--- src/rtl/axis_msg_pkg.sv ---
// Shared types and helpers for the AXI-Stream message source.
package axis_msg_pkg;

    typedef enum logic {
        ST_IDLE = 1'b0,
        ST_SEND = 1'b1
    } state_e;

    // Address/length width for a RAM of the given depth (at least one bit).
    function automatic int addr_width(input int depth);
        return (depth < 2) ? 1 : $clog2(depth);
    endfunction

endpackage

--- src/rtl/axis_msg_ram.sv ---
// DEPTH x WIDTH message register file: one synchronous write port, one combinational read port.
module axis_msg_ram
    import axis_msg_pkg::*;
#(
    parameter int WIDTH = 8,
    parameter int DEPTH = 16,
    parameter int AW    = addr_width(DEPTH)
) (
    input  logic             clk,
    input  logic             rst,
    input  logic             wr_en,
    input  logic [AW-1:0]    wr_addr,
    input  logic [WIDTH-1:0] wr_data,
    input  logic [AW-1:0]    rd_addr,
    output logic [WIDTH-1:0] rd_data
);

    logic [WIDTH-1:0] mem_q [DEPTH];

    // NOTE: the message RAM must read back as zero after reset, so it is a resettable flop array rather than an inferred block RAM.
    // NOTE: sequential state is only ever assigned with <= so every flop samples pre-edge values.
    always_ff @(posedge clk or posedge rst) begin
        if (rst) begin
            for (int i = 0; i < DEPTH; i++) begin
                mem_q[i] <= '0;
            end
        end else if (wr_en) begin
            mem_q[wr_addr] <= wr_data;
        end
    end

    assign rd_data = mem_q[rd_addr];

endmodule

--- src/rtl/axis_msg_source.sv ---
// AXI-Stream message source: host-loaded RAM streamed as msg_len+1 beats with tlast on the final beat.
// Optional gapless repeat mode when AXIS_MSG_LOOP_EN is defined.
module axis_msg_source
    import axis_msg_pkg::*;
#(
    parameter int WIDTH = 8,
    parameter int DEPTH = 16,
    localparam int AW   = addr_width(DEPTH)
) (
    input  logic             clk,
    input  logic             rst,
    input  logic             wr_en,
    input  logic [AW-1:0]    wr_addr,
    input  logic [WIDTH-1:0] wr_data,
    input  logic [AW-1:0]    msg_len,
    input  logic             start,
    input  logic             stop_req,
    output logic             busy,
    output logic             done,
    output logic             wr_drop,
    output logic [WIDTH-1:0] m_axis_tdata,
    output logic             m_axis_tvalid,
    output logic             m_axis_tlast,
    input  logic             m_axis_tready
);

    state_e           state_q, state_d;
    logic [AW-1:0]    idx_q, idx_d;
    logic [AW-1:0]    len_q, len_d;
    logic [WIDTH-1:0] tdata_q, tdata_d;
    logic             tvalid_q, tvalid_d;
    logic             tlast_q, tlast_d;
    logic             busy_q, busy_d;
    logic             done_q, done_d;
    logic             wr_drop_q, wr_drop_d;

    logic             ram_we;
    logic [AW-1:0]    rd_addr;
    logic [WIDTH-1:0] rd_data;
    logic [WIDTH-1:0] beat0;
    logic             restart;

`ifdef AXIS_MSG_LOOP_EN
    logic loop_stop_q, loop_stop_d;
    assign restart = !(loop_stop_q || stop_req);
`else
    logic unused_stop_req;
    assign unused_stop_req = stop_req;
    assign restart         = 1'b0;
`endif

    axis_msg_ram #(
        .WIDTH (WIDTH),
        .DEPTH (DEPTH),
        .AW    (AW)
    ) u_ram (
        .clk     (clk),
        .rst     (rst),
        .wr_en   (ram_we),
        .wr_addr (wr_addr),
        .wr_data (wr_data),
        .rd_addr (rd_addr),
        .rd_data (rd_data)
    );

    // NOTE: every signal written here gets a default first, so no path can infer a latch.
    always_comb begin
        state_d   = state_q;
        idx_d     = idx_q;
        len_d     = len_q;
        tdata_d   = tdata_q;
        tvalid_d  = tvalid_q;
        tlast_d   = tlast_q;
        busy_d    = busy_q;
        done_d    = 1'b0;
        wr_drop_d = wr_en && (state_q == ST_SEND);
        ram_we    = wr_en && (state_q == ST_IDLE);
`ifdef AXIS_MSG_LOOP_EN
        loop_stop_d = loop_stop_q;
`endif
        // Read port looks one beat ahead; it points at word 0 whenever the next beat starts a pass.
        rd_addr = (state_q == ST_SEND && !tlast_q) ? idx_q + AW'(1) : '0;
        beat0   = (ram_we && wr_addr == '0) ? wr_data : rd_data;

        case (state_q)
            ST_IDLE: begin
                if (start) begin
                    state_d  = ST_SEND;
                    len_d    = msg_len;
                    idx_d    = '0;
                    tdata_d  = beat0;
                    tvalid_d = 1'b1;
                    tlast_d  = (msg_len == '0);
                    busy_d   = 1'b1;
`ifdef AXIS_MSG_LOOP_EN
                    loop_stop_d = 1'b0;
`endif
                end
            end
            ST_SEND: begin
`ifdef AXIS_MSG_LOOP_EN
                if (stop_req) begin
                    loop_stop_d = 1'b1;
                end
`endif
                if (tvalid_q && m_axis_tready) begin
                    if (!tlast_q) begin
                        idx_d   = rd_addr;
                        tdata_d = rd_data;
                        tlast_d = (rd_addr == len_q);
                    end else if (restart) begin
                        idx_d   = '0;
                        tdata_d = rd_data;
                        tlast_d = (len_q == '0);
                    end else begin
                        state_d  = ST_IDLE;
                        tvalid_d = 1'b0;
                        tlast_d  = 1'b0;
                        busy_d   = 1'b0;
                        done_d   = 1'b1;
                    end
                end
            end
            default: state_d = ST_IDLE;
        endcase
    end

    always_ff @(posedge clk or posedge rst) begin
        if (rst) begin
            state_q   <= ST_IDLE;
            idx_q     <= '0;
            len_q     <= '0;
            tdata_q   <= '0;
            tvalid_q  <= 1'b0;
            tlast_q   <= 1'b0;
            busy_q    <= 1'b0;
            done_q    <= 1'b0;
            wr_drop_q <= 1'b0;
`ifdef AXIS_MSG_LOOP_EN
            loop_stop_q <= 1'b0;
`endif
        end else begin
            state_q   <= state_d;
            idx_q     <= idx_d;
            len_q     <= len_d;
            tdata_q   <= tdata_d;
            tvalid_q  <= tvalid_d;
            tlast_q   <= tlast_d;
            busy_q    <= busy_d;
            done_q    <= done_d;
            wr_drop_q <= wr_drop_d;
`ifdef AXIS_MSG_LOOP_EN
            loop_stop_q <= loop_stop_d;
`endif
        end
    end

    assign busy          = busy_q;
    assign done          = done_q;
    assign wr_drop       = wr_drop_q;
    assign m_axis_tdata  = tdata_q;
    assign m_axis_tvalid = tvalid_q;
    assign m_axis_tlast  = tlast_q;

endmodule

--- config.mk ---
export PLATFORM = sky130hd
export DESIGN_NAME = axis_msg_source
export DESIGN_NICKNAME = d
export VERILOG_FILES = /design/src/rtl/axis_msg_pkg.sv /design/src/rtl/axis_msg_ram.sv /design/src/rtl/axis_msg_source.sv
export SDC_FILE = /design/constraint.sdc
export NUM_CORES = 1
export LEC_CHECK = 0
export BUFFER_PORTS_ARGS = -buffer_cell sky130_fd_sc_hd__buf_2
export CAP_MARGIN = 20
export CORE_MARGIN = 5
export CORE_UTILIZATION = 40
export CTS_BUF_LIST = sky130_fd_sc_hd__clkbuf_8
export DETAILED_ROUTE_END_ITERATION = 12
export GPL_ROUTABILITY_DRIVEN = 0
export PLACE_DENSITY = 0.61
export SLEW_MARGIN = 20
export SYNTH_ARGS = -nofsm -noshare
export SYNTH_HDL_FRONTEND = slang
export SYNTH_SLANG_ARGS = --single-unit
--- constraint.sdc ---
create_clock -name clk -period 4.3 [get_ports clk]
set_input_delay 0.215 -clock clk [delete_from_list [all_inputs] [get_ports clk]]
set_output_delay 0.215 -clock clk [all_outputs]
set_load 0.01 [all_outputs]
==> flow_summary.json <==
{
  "hold_class": "in2reg",
  "nets": 597,
  "core_area_um2": 17200,
  "final_common_cell": "dfrtp_1",
  "grt_max_degree": 117,
  "power_frac_clock_pct": 24.1,
  "slew_headroom_pct": 26.0,
  "arrival_ns": 3.40,
  "antenna_found_initial": 0,
  "synth-seq-area-share_pct": 53.4,
  "leakage_nw": 3.73,
  "antenna_cells": 0,
  "multiInputGateArea_um2": 3030,
  "synth_area_um2": 6980,
  "final_cells": 812,
  "period_needed_ns": 3.03,
  "max_freq_mhz": 330,
  "yosys.area_share.simple_pct": 7.97,
  "seq_area_um2": 3730,
  "muxShareOfSynthArea_pct": 25.8,
  "synth-edff-count": 0,
  "grt-ovfl-total": 0,
  "clock_sinks": 149,
  "wl_per_cell_um": 20.1,
  "synthAdderAreaFrac_pct": 0.179,
  "h-tree-depth": 4,
  "clk_latency_ns": 0.46,
  "crit_path_start_kind": "register",
  "power.internal_w": 0.00298,
  "grt_pass1_vias": 4717,
  "holdPathStages": 2,
  "netlist_instances": 544,
  "worst-setup-path-type": "reg2reg",
  "maxSlewViolCount": 0,
  "vias": 4536,
  "io_buffers": 33,
  "rows": 48,
  "swShare_pct": 35.7,
  "rrSetupSlack_ns": 1.27,
  "cts_buffers": 17,
  "finalClockSkew_ns": 0.0132,
  "start_util_pct": 40.5,
  "cts_tree": "yes",
  "p_per_area_nw_per_um2": 597,
  "max_stage_delay_ns": 0.79,
  "dp_hpwl_um": 10600,
  "synth.avg_cell_area_um2": 12.8,
  "min_to": "len_q[0]",
  "worstPathCellList": "buf_4 > nor2b_2 > or2_1 > a222oi_1 > mux2_2 > o211ai_1",
  "synth_warnings": 0,
  "startpoint": "idx_q[0]",
  "grt_usage_pct": 17.0,
  "cts_setup_buffers": 0,
  "r2r_cells": 6,
  "power_frac_comb_pct": 35.2,
  "end_kind": "register",
  "io_pins": 35,
  "worst_pin_slew_ns": 1.11,
  "setup_viol_count_final": 0,
  "fin_crit_sh_pct": 70.5,
  "routed_via_density": 5.59,
  "worst-path-buf-inv": 1,
  "die_area_um2": 20200,
  "critPathMaxFanout": 39,
  "synthFlopType": "dfrtp_1",
  "path_clk_slew_ns": 0.09,
  "syn_nets": 567,
  "path_delay_family": "simple AND/OR/NAND/NOR gates",
  "ys_ff_latch": 149,
  "worstHoldStart": "msg_len[0]",
  "synth-compound-area-share_pct": 8.67,
  "worstReg2RegEnd": "m_axis_tdata[3]",
  "worstReg2RegStart": "idx_q[0]",
  "n_fill_cell": 1544,
  "ant_nets": 0,
  "place_ws_ns": 1.27,
  "fin_ws_ns": 1.27,
  "final_cell_mix": "dfrtp_1 (148), mux2_2 (144), nand2_1 (52)",
  "cts_max_path_buffers": 2,
  "synthXorXnorAreaFrac_pct": 0.752,
  "drt_iter0_markers": 316,
  "seqPwrFrac_pct": 40.7,
  "peakVddDrop_v": 0.000561,
  "crit_required_ns": 4.67,
  "hold_violations": 0,
  "grt_setup_unrepaired": "no",
  "grt_pass1_wl_um": 26400,
  "worst_path_max_delay_cell": "or2_1",
  "ys_types": 49,
  "die_h_um": 142,
  "placed_cells": 774,
  "drive_above_1_share_pct": 38.8,
  "setup_tns_ns": 0,
  "synth_top_family_by_area": "multiplexers",
  "firstDrtPassIters": 7,
  "switchingPower_w": 0.00165,
  "drv_cap": 0,
  "status": "completed",
  "finish.utilization_pct": 45.0,
  "synthArstFlopShare_pct": 100,
  "root_buffer": "clkbuf_8",
  "drc": 0,
  "wl_um": 16300,
  "area_growth_pct": 11.1,
  "dieWidth_um": 142
}
[synth_stat cells (4+ instances only)]
cell type	instances	area (µm²)
dfrtp_1	149	3730
mux2_2	144	1620
nand2_1	52	195
nor2_1	19	71.3
mux2i_1	18	180
clkbuf_1	14	52.6
o211ai_1	14	105
a21oi_1	13	65.1
a222oi_1	13	130
buf_2	13	65.1
o21ai_0	10	50.1
and3_1	8	50.1
a221o_1	7	70.1
o2111ai_1	6	52.6
buf_6	5	56.3
inv_1	4	15.0
nand3_1	4	20.0
[final cells by class]
| type | instances | area share (%) |
|---|---|---|
| Inverter | 4 | 0.290 |
| Clock inverter | 12 | 1.76 |
| Tap cell | 225 | 3.63 |
| Timing Repair Buffer | 47 | 3.68 |
| Sequential cell | 149 | 48.1 |
| Clock buffer | 20 | 3.55 |
| Multi-Input combinational cell | 355 | 39.0 |
[worst max path at each step]
stage | cells after the start | endpoint
6_report | 6 | m_axis_tdata[3]
5_1_grt | 6 | m_axis_tdata[1]
4_1_cts | 6 | m_axis_tdata[1]
3_5_place_dp | 6 | m_axis_tdata[1]
3_3_place_gp | 6 | m_axis_tdata[4]
2_1_floorplan | 1 | busy
[kinds of logic (layout without fill, tap and decap cells)]
family / Yosys count / in the layout
AOI/OAI and AO/OA: 76 / 76
DFF: 149 / 149
and+or+nand+nor: 110 / 110
adders and majority gates: 1 / 1
xor gates and xnor gates: 6 / 6
buffers and inverters: 40 / 83
muxes: 162 / 162
[metal layers]
metal | up-vias | share of wire [%] | wire (µm) | global-route usage (%)
li1 | 2057 | - | - | -
met1 | 2369 | 47 | 7660 | 23.3
met2 | 88 | 47 | 7710 | 27.3
met3 | 22 | 4.1 | 667 | 3.49
met4 | 0 | 1.5 | 248 | 5.45
met5 | - | 0 | 0 | 0
[stage by stage]
stage	hold WS [ns]	area (µm²)	power (W)
floorplan	0.339	6980	0.00311
global placement	0.452	7290	0.00349
detailed placement	0.457	7290	0.00354
CTS	0.00123	7750	0.00466
global route	0.000629	7760	0.00489
finish	0.0216	7760	0.00463
[sequential cells by signal, indices dropped and copies added (netlist names)]
signal / cells
idx_q: 4
u_ram.mem_q: 128
m_axis_tlast: 1
state_q: 1
m_axis_tdata: 8
done: 1
busy: 1
wr_drop: 1
len_q: 4
[repair_timing]
item,CTS,global route
gates resized for setup,0,0
endpoints found under the hold margin,5,51
hold buffers,5,1
[power by group through the flow]
stage | logic [W] | registers (W) | clock network [W]
6_report | 0.00163 | 0.00189 | 0.00112
5_1_grt | 0.00176 | 0.00192 | 0.00120
4_1_cts | 0.00164 | 0.00188 | 0.00114
3_5_place_dp | 0.00163 | 0.00191 | 0
3_3_place_gp | 0.00160 | 0.00189 | 0
2_1_floorplan | 0.00124 | 0.00187 | 0
Note: power is estimated with default switching activity, not from simulation.
